### src/rtl/serial_addsub.sv
// -----------------------------------------------------------------------------
// serial_addsub
//
// Bit-serial adder/subtractor. The block takes one bit per clock, LSB first,
// through a single full adder and a carry flop. It uses a start/done handshake.
// A new operation is accepted in IDLE or DONE. The result appears WIDTH cycles
// after the edge that sampled start, and done pulses for that one cycle.
//
// Parameters:
//   WIDTH  operand/result width in bits (1..32)
//
// Ports:
//   clk    in   rising-edge clock
//   reset  in   asynchronous, active-high reset
//   start  in   request; sampled only in IDLE or DONE
//   sub    in   0 = a+b, 1 = a-b (sampled with start)
//   a, b   in   operands (sampled with start)
//   busy   out  high while the serial computation runs (SHIFT)
//   done   out  one-cycle pulse when sum/cout/ovf update
//   sum    out  result modulo 2^WIDTH, held until the next completion
//   cout   out  carry out of the MSB (subtract: 1 = no borrow)
//   ovf    out  two's-complement overflow
// -----------------------------------------------------------------------------
module serial_addsub #(
    parameter int WIDTH = 8
) (
    input  logic             clk,
    input  logic             reset,
    input  logic             start,
    input  logic             sub,
    input  logic [WIDTH-1:0] a,
    input  logic [WIDTH-1:0] b,
    output logic             busy,
    output logic             done,
    output logic [WIDTH-1:0] sum,
    output logic             cout,
    output logic             ovf
);

    localparam int            CW   = $clog2(WIDTH + 1);
    localparam logic [CW-1:0] LAST = CW'(WIDTH - 1);

    typedef enum logic [1:0] {
        IDLE  = 2'd0,
        SHIFT = 2'd1,
        DONE  = 2'd2
    } state_t;

    state_t           r_state;
    logic [WIDTH-1:0] r_op_a;
    logic [WIDTH-1:0] r_op_b;
    logic [WIDTH-1:0] r_part;
    logic             r_carry;
    logic [CW-1:0]    r_count;

    logic             w_s;
    logic             w_c;
    logic [WIDTH-1:0] w_part_next;

    // Full adder acting on the current LSBs of the operand shift registers.
    assign w_s = r_op_a[0] ^ r_op_b[0] ^ r_carry;
    assign w_c = (r_op_a[0] & r_op_b[0]) | (r_op_a[0] & r_carry) | (r_op_b[0] & r_carry);

    // The partial result shifts right and the new sum bit enters at the MSB.
    // After WIDTH shifts, bit 0 of the result has reached bit 0 of the register.
    // Written as shift-then-overwrite so that WIDTH = 1 needs no special case.
    // NOTE: always_comb must assign every output before any conditional or
    // partial update. Otherwise a latch is inferred.
    always_comb begin
        w_part_next              = r_part >> 1;
        w_part_next[WIDTH-1]     = w_s;
    end

    // NOTE: every register in this block, including the operand and partial
    // shift registers, is assigned non-blocking. Each flop then samples the
    // value held before the edge, no matter where it sits in the block.
    always_ff @(posedge clk or posedge reset) begin
        if (reset) begin
            r_state <= IDLE;
            r_op_a  <= '0;
            r_op_b  <= '0;
            r_part  <= '0;
            r_carry <= 1'b0;
            r_count <= '0;
            busy    <= 1'b0;
            done    <= 1'b0;
            sum     <= '0;
            cout    <= 1'b0;
            ovf     <= 1'b0;
        end else begin
            case (r_state)
                IDLE, DONE: begin
                    done <= 1'b0;
                    if (start) begin
                        // Subtraction is a + ~b + 1. The +1 is the initial carry.
                        r_op_a  <= a;
                        r_op_b  <= sub ? ~b : b;
                        r_carry <= sub;
                        r_count <= '0;
                        busy    <= 1'b1;
                        r_state <= SHIFT;
                    end else begin
                        r_state <= IDLE;
                    end
                end

                SHIFT: begin
                    r_op_a  <= r_op_a >> 1;
                    r_op_b  <= r_op_b >> 1;
                    r_part  <= w_part_next;
                    r_carry <= w_c;
                    r_count <= r_count + CW'(1);
                    if (r_count == LAST) begin
                        // On the MSB cycle, r_carry is still the carry into the
                        // MSB, so overflow is carry-in XOR carry-out here.
                        sum     <= w_part_next;
                        cout    <= w_c;
                        ovf     <= r_carry ^ w_c;
                        busy    <= 1'b0;
                        done    <= 1'b1;
                        r_state <= DONE;
                    end
                end

                default: begin
                    busy    <= 1'b0;
                    done    <= 1'b0;
                    r_state <= IDLE;
                end
            endcase
        end
    end

endmodule

### config.mk
export PLATFORM = sky130hd
export DESIGN_NAME = serial_addsub
export DESIGN_NICKNAME = d
export VERILOG_FILES = /design/src/rtl/serial_addsub.sv
export SDC_FILE = /design/constraint.sdc
export NUM_CORES = 1
export LEC_CHECK = 0
export CELL_PAD_IN_SITES_DETAIL_PLACEMENT = 1
export CELL_PAD_IN_SITES_GLOBAL_PLACEMENT = 1
export CORE_MARGIN = 3
export CORE_UTILIZATION = 35
export DETAILED_ROUTE_END_ITERATION = 12
export HOLD_SLACK_MARGIN = 0.02
export PLACE_DENSITY_LB_ADDON = 0.1
export SLEW_MARGIN = 20
export SYNTH_ARGS = -nofsm -noshare
export SYNTH_HDL_FRONTEND = slang
export SYNTH_SLANG_ARGS = --single-unit
### constraint.sdc
create_clock -name clk -period 2.1 [get_ports clk]
set_clock_uncertainty 0.15 [all_clocks]
set_input_delay 0.315 -clock clk [delete_from_list [all_inputs] [get_ports clk]]
set_output_delay 0.315 -clock clk [all_outputs]
set_load 0.01 [all_outputs]
Yosys cells after proc, flatten, opt, wreduce, memory -nomap -nowiden

Index checks and enable logic that the tools add are counted.

Bitwise gates (word level): 9
Reduce and logical (&&, ||, !) cells: 6
Add/subtract/negate cells: 1
Muxes and demuxes: 17
Equality and inequality tests: 5

Operator list:

| kind                                           | count |
|---|---|
| one-hot mux 8 bit (2 select lines)             | 2 |
| 2-to-1 mux 8 bit                               | 3 |
| inverter 8 bit                                 | 1 |
| one-hot mux 4 bit (2 select lines)             | 1 |
| 2-to-1 mux 1 bit                               | 6 |
| AND reduction 2 bit                            | 3 |
| adder 4 x 1 -> 4 bit (second input constant)   | 1 |
| == test 4 x 3 -> 1 bit (second input constant) | 1 |
| 2-to-1 mux 4 bit                               | 1 |
| inequality test 2 bit (second input constant)  | 2 |
| one-hot mux 1 bit (2 select lines)             | 2 |
| one-hot mux 2 bit (2 select lines)             | 1 |
| AND 1 bit                                      | 3 |
| XOR 1 bit                                      | 3 |
| == test 2 x 1 -> 1 bit (second input constant) | 1 |
| == test 2 bit (second input constant)          | 1 |
| zero test 2 bit                                | 1 |
| 2-to-1 mux 2 bit                               | 1 |
| bitwise OR 1 bit                               | 2 |
| nonzero test 2 bit                             | 1 |
| OR reduction 2 bit                             | 1 |

Word-level logic and storage cells: 49
Bits in registers: 43

Longest topological paths before layout

Word-level depth: 4
Gate-level depth with buffers: 5
Mapped depth without buffers: 4

Least setup slack after synthesis

Ideal clock, no wire load.

Path kind: register to register
Start point: register r_count[0]
End point: register cout
Cell stages (with the launch flop): 6
Data required time: 1,825 ps
Period minus slack after synthesis: 1,643 ps
Library setup time: 125 ps
Buffers on the path: 1
Arrival time: 1,368 ps
Slack: 457 ps
Cells stage by stage: dfrtp_1 > ha_1 > and3b_1 > and2_4 > buf_12 > mux2_4

Cells in the longest elaborated chain, start to end: 2

Ends and longest elaborated chain:

| what                                 | line | source |
|---|---|---|
| start, declared                      | 54   | `logic [CW-1:0] r_count;` |
| start signal, assigned               | 112  | `r_count <= r_count + CW'(1);` |
| == test 4 x 3 -> 1 bit               | 113  | `if (r_count == LAST) begin` |
| AND reduction 2 bit (no source line) | n/a  |  |
| end signal, assigned                 | 117  | `cout <= w_c;` |
| end, declared                        | 36   | `output logic cout,` |

No other way between the ends.
A chain may end at the register's enable or synchronous reset.

Worst setup path in the final report

Start point: register done
End point: output port done

RTL lines:

| what                   | line | source |
|---|---|---|
| start, declared        | 34   | `output logic done,` |
| start signal, assigned | 86   | `done <= 1'b0;` |
| start signal, assigned | 93   | `done <= 1'b0;` |
| start signal, assigned | 120  | `done <= 1'b1;` |

No word-level cell between the ends.

==> flow_summary_export.csv <==
group,metric,value,unit
clock_tree,cts_made_buffers,5,
final_layout,n_antenna_cell,0,
final_layout,n_fill_cell,556,
final_layout,finish.instance_area,2270,um2
final_layout,fin_util,0.465,
detailed_routing,drt-total-wl,3860,um
yosys,ys_types,29,
yosys,synth_fa_ha_area_frac,0.0179,
detailed_routing,route.detailed.drc,0,
floorplan,die_h,78.1,um
critical_path,critPathMaxFanout,4,
detailed_routing,routedWlPerCell,15.1,um
critical_path,worstPathArrival,1.31,ns
critical_path,startpoint_type,"flop",
clock_tree,cts_hold_buffers,0,
detailed_routing,vias_per_cell,4.94,
clock_tree,clock_path_buffers,2,
floorplan,dieWidth,78.1,um
global_routing,grt_pass1_wl,6610,um
yosys,synth.area.top_cells,"dfrtp_1 56%, mux2_4 6.6%, nand2_1 6.4%, xnor2_1 4.3%, a221o_1 3.9%",
place,io_buffers,31,
detailed_routing,firstDrtPassIters,4,
yosys,avgSynthCellArea,11.8,um2
timing,tns,0,ns
critical_path,crit_buf_inv,1,
critical_path,rr_worst_depth,4,
place,place_inst,248,
yosys,synth_seq_cells,41,
yosys,syn_inst,154,
clock_tree,cts_root_buf,"clkbuf_8",
floorplan,die_area,6100,um2
timing,slew_headroom,0.651,
yosys,synth_area,1820,um2
clock_tree,h-tree-depth,2,
timing,finalMaxSlewViolations,0,
yosys,synth_compound_area_frac,0.101,
critical_path,criticalPathCategory,"flop to output pin",
critical_path,cp_cell_sequence,"clkdlybuf4s50_1",
timing,rsz0062_at_grt,"false",
critical_path,worstSetupEndpointType,"output pin",
yosys,syn_nets,176,
clock_tree,postCtsSetupRepairBufs,0,
final_layout,drive_above_1_share,0.138,
clock_tree,cts_resized,0,
clock_tree,clk_latency,0.29,ns
yosys,yosysWarnings,0,
timing,fmax,565,MHz
global_routing,grt_pass1_vias,1345,
yosys,synth_xor_area_frac,0.0481,
critical_path,crit_required,1.63,ns
final_layout,layout.cells.non_filler,256,
floorplan,rows,25,
floorplan,ios,32,
critical_path,cpMaxStageDelayCell,"clkdlybuf4s50_1",
timing,fin_crit,1.77,ns
place,gp_congestion,0.691,
detailed_routing,drt_iter0_drc,48,
power_and_ir_drop,peakVddDrop,0.672,mV
final_layout,nets,210,
yosys,synth_top_family_by_area,"simple AND/OR/NAND/NOR gates",
clock_tree,cts_tree,"built",
power_and_ir_drop,power,3.27,mW
flow_run,cap_violations,0,
timing,finalCritPeriodShare,0.843,
place,placed_cell_area,2180,um2
global_routing,grt_max_degree,42,
timing,finalHoldViolations,0,
place,dp_hpwl,2690,um
timing,setup_violations,0,
worst_hold_path,hold_class,"primary input to async pin",
power_and_ir_drop,power.density,1440,nW/um2
yosys,synth_seq_area_share,0.564,
detailed_routing,vias,1265,
yosys,synth.top_cell.area_share,0.564,
floorplan,core-area,4880,um2
yosys,synthSimpleGateAreaFrac,0.137,
yosys,synthMuxAreaShare,0.0894,
timing,tightestPinTransition,0.524,ns
floorplan,initial_core_util,0.373,
status,status,"finished clean",
power_and_ir_drop,leakage,1.04,nW
critical_path,cp.depth,1,
clock_tree,cts_sinks,41,
clock_tree,clkTransAtPathRegs,0.08,ns
final_layout,syn_to_final_growth,24.6,%
critical_path,slowest_delay,0.57,ns
global_routing,grt.overflow.total,0,
detailed_routing,ant_nets,0,
critical_path,crit_family,"buffers and inverters",
yosys,synth_top_area_cell,"dfrtp_1",
global_routing,antenna_found_initial,0,
global_routing,grt_usage,0.140,
## stage by stage
step	hold slack, ns	setup WS, ns
2_1_floorplan	0.287	0.457
3_3_place_gp	0.304	0.263
3_5_place_dp	0.317	0.202
4_1_cts	0.317	0.308
5_1_grt	0.357	0.261
6_report	0.302	0.329
## cells in the mapped netlist (all sizes together)
| master | count |
|---|---|
| o21a | 1 |
| a22o | 3 |
| nand2 | 31 |
| and3b | 1 |
| inv | 1 |
| a22oi | 8 |
| a221o | 7 |
| o21ai | 2 |
| ha | 1 |
| xnor2 | 9 |
| nand2b | 2 |
| fa | 1 |
| nor2 | 9 |
| nor2b | 2 |
| and2 | 1 |
| a21oi | 2 |
| buf | 10 |
| nand4 | 1 |
| dfrtp | 41 |
| xor2 | 1 |
| nand3 | 8 |
| mux2 | 10 |
| mux2i | 2 |
## cell usage in the layout (no fill, tap or decap), drive strengths merged, types with 3 or more instances in the layout
| cell type | instances |
|---|---|
| nand3 | 8 |
| a221o | 7 |
| clkdlybuf4s50 | 31 |
| nor2 | 9 |
| nand2 | 31 |
| mux2 | 10 |
| dfrtp | 41 |
| a22o | 3 |
| xnor2 | 9 |
| clkbuf | 6 |
| buf | 6 |
| a22oi | 8 |
## where the power goes
| group | leakage, nW | switching, mW | internal, mW |
|---|---|---|---|
| Sequential | 0.516 | 0.249 | 1.15 |
| Combinational | 0.483 | 0.632 | 0.732 |
| Clock | 0.0450 | 0.272 | 0.231 |
| Total | 1.04 | 1.15 | 2.12 |
## per-layer routing
metal | track usage | vias up | wire length [um]
met5 | 0 | - | 0
met2 | 0.228 | 25 | 1870
met1 | 0.174 | 637 | 1760
met4 | 0.0577 | 0 | 67
met3 | 0.0413 | 7 | 165
li1 | - | 596 | -
## cell families (layout without fill, tap and decap cells)
| family | after synthesis | after routing |
|---|---|---|
| and+or+nand+nor | 55 | 55 |
| xor gates and xnor gates | 10 | 10 |
| DFF | 41 | 41 |
| adders and majority gates | 2 | 2 |
| buffers and inverters | 11 | 46 |
| muxes | 12 | 12 |
| AOI/OAI and AO/OA | 23 | 23 |
## layout make-up
type / count / area (um2) / share of cell area
Clock inverter: 2 / 10.0 / 0.00442
Tap cell: 67 / 83.8 / 0.0370
Sequential cell: 41 / 1030 / 0.453
Inverter: 1 / 3.75 / 0.00166
Clock buffer: 6 / 72.6 / 0.0320
Multi-Input combinational cell: 102 / 716 / 0.316
Timing Repair Buffer: 37 / 355 / 0.157
## path summary, 6_finish.rpt
| path | from | end | slack (ns) |
|---|---|---|---|
| max in group asynchronous | reset | r_count[3]$_DFFE_PP0P_ | 1.14 |
| hold / removal | reset | sum[7]$_DFFE_PP0P_ | 0.30 |
| setup reg to reg | r_count[0]$_DFFE_PP0P_ | sum[4]$_DFFE_PP0P_ | 0.38 |
| min in group clk | r_count[3]$_DFFE_PP0P_ | r_count[3]$_DFFE_PP0P_ | 0.33 |
| setup / recovery | done$_DFFE_PP0P_ | done | 0.33 |
| hold reg to reg | r_count[3]$_DFFE_PP0P_ | r_count[3]$_DFFE_PP0P_ | 0.33 |
## sequential cells by signal, summed over array words and instances, names as in the netlist
register / count
r_op_b: 8
busy: 1
ovf: 1
r_state: 1
sum: 8
r_carry: 1
r_part: 7
r_op_a: 8
cout: 1
done: 1
r_count: 4
(Power assumes the default switching activity.)
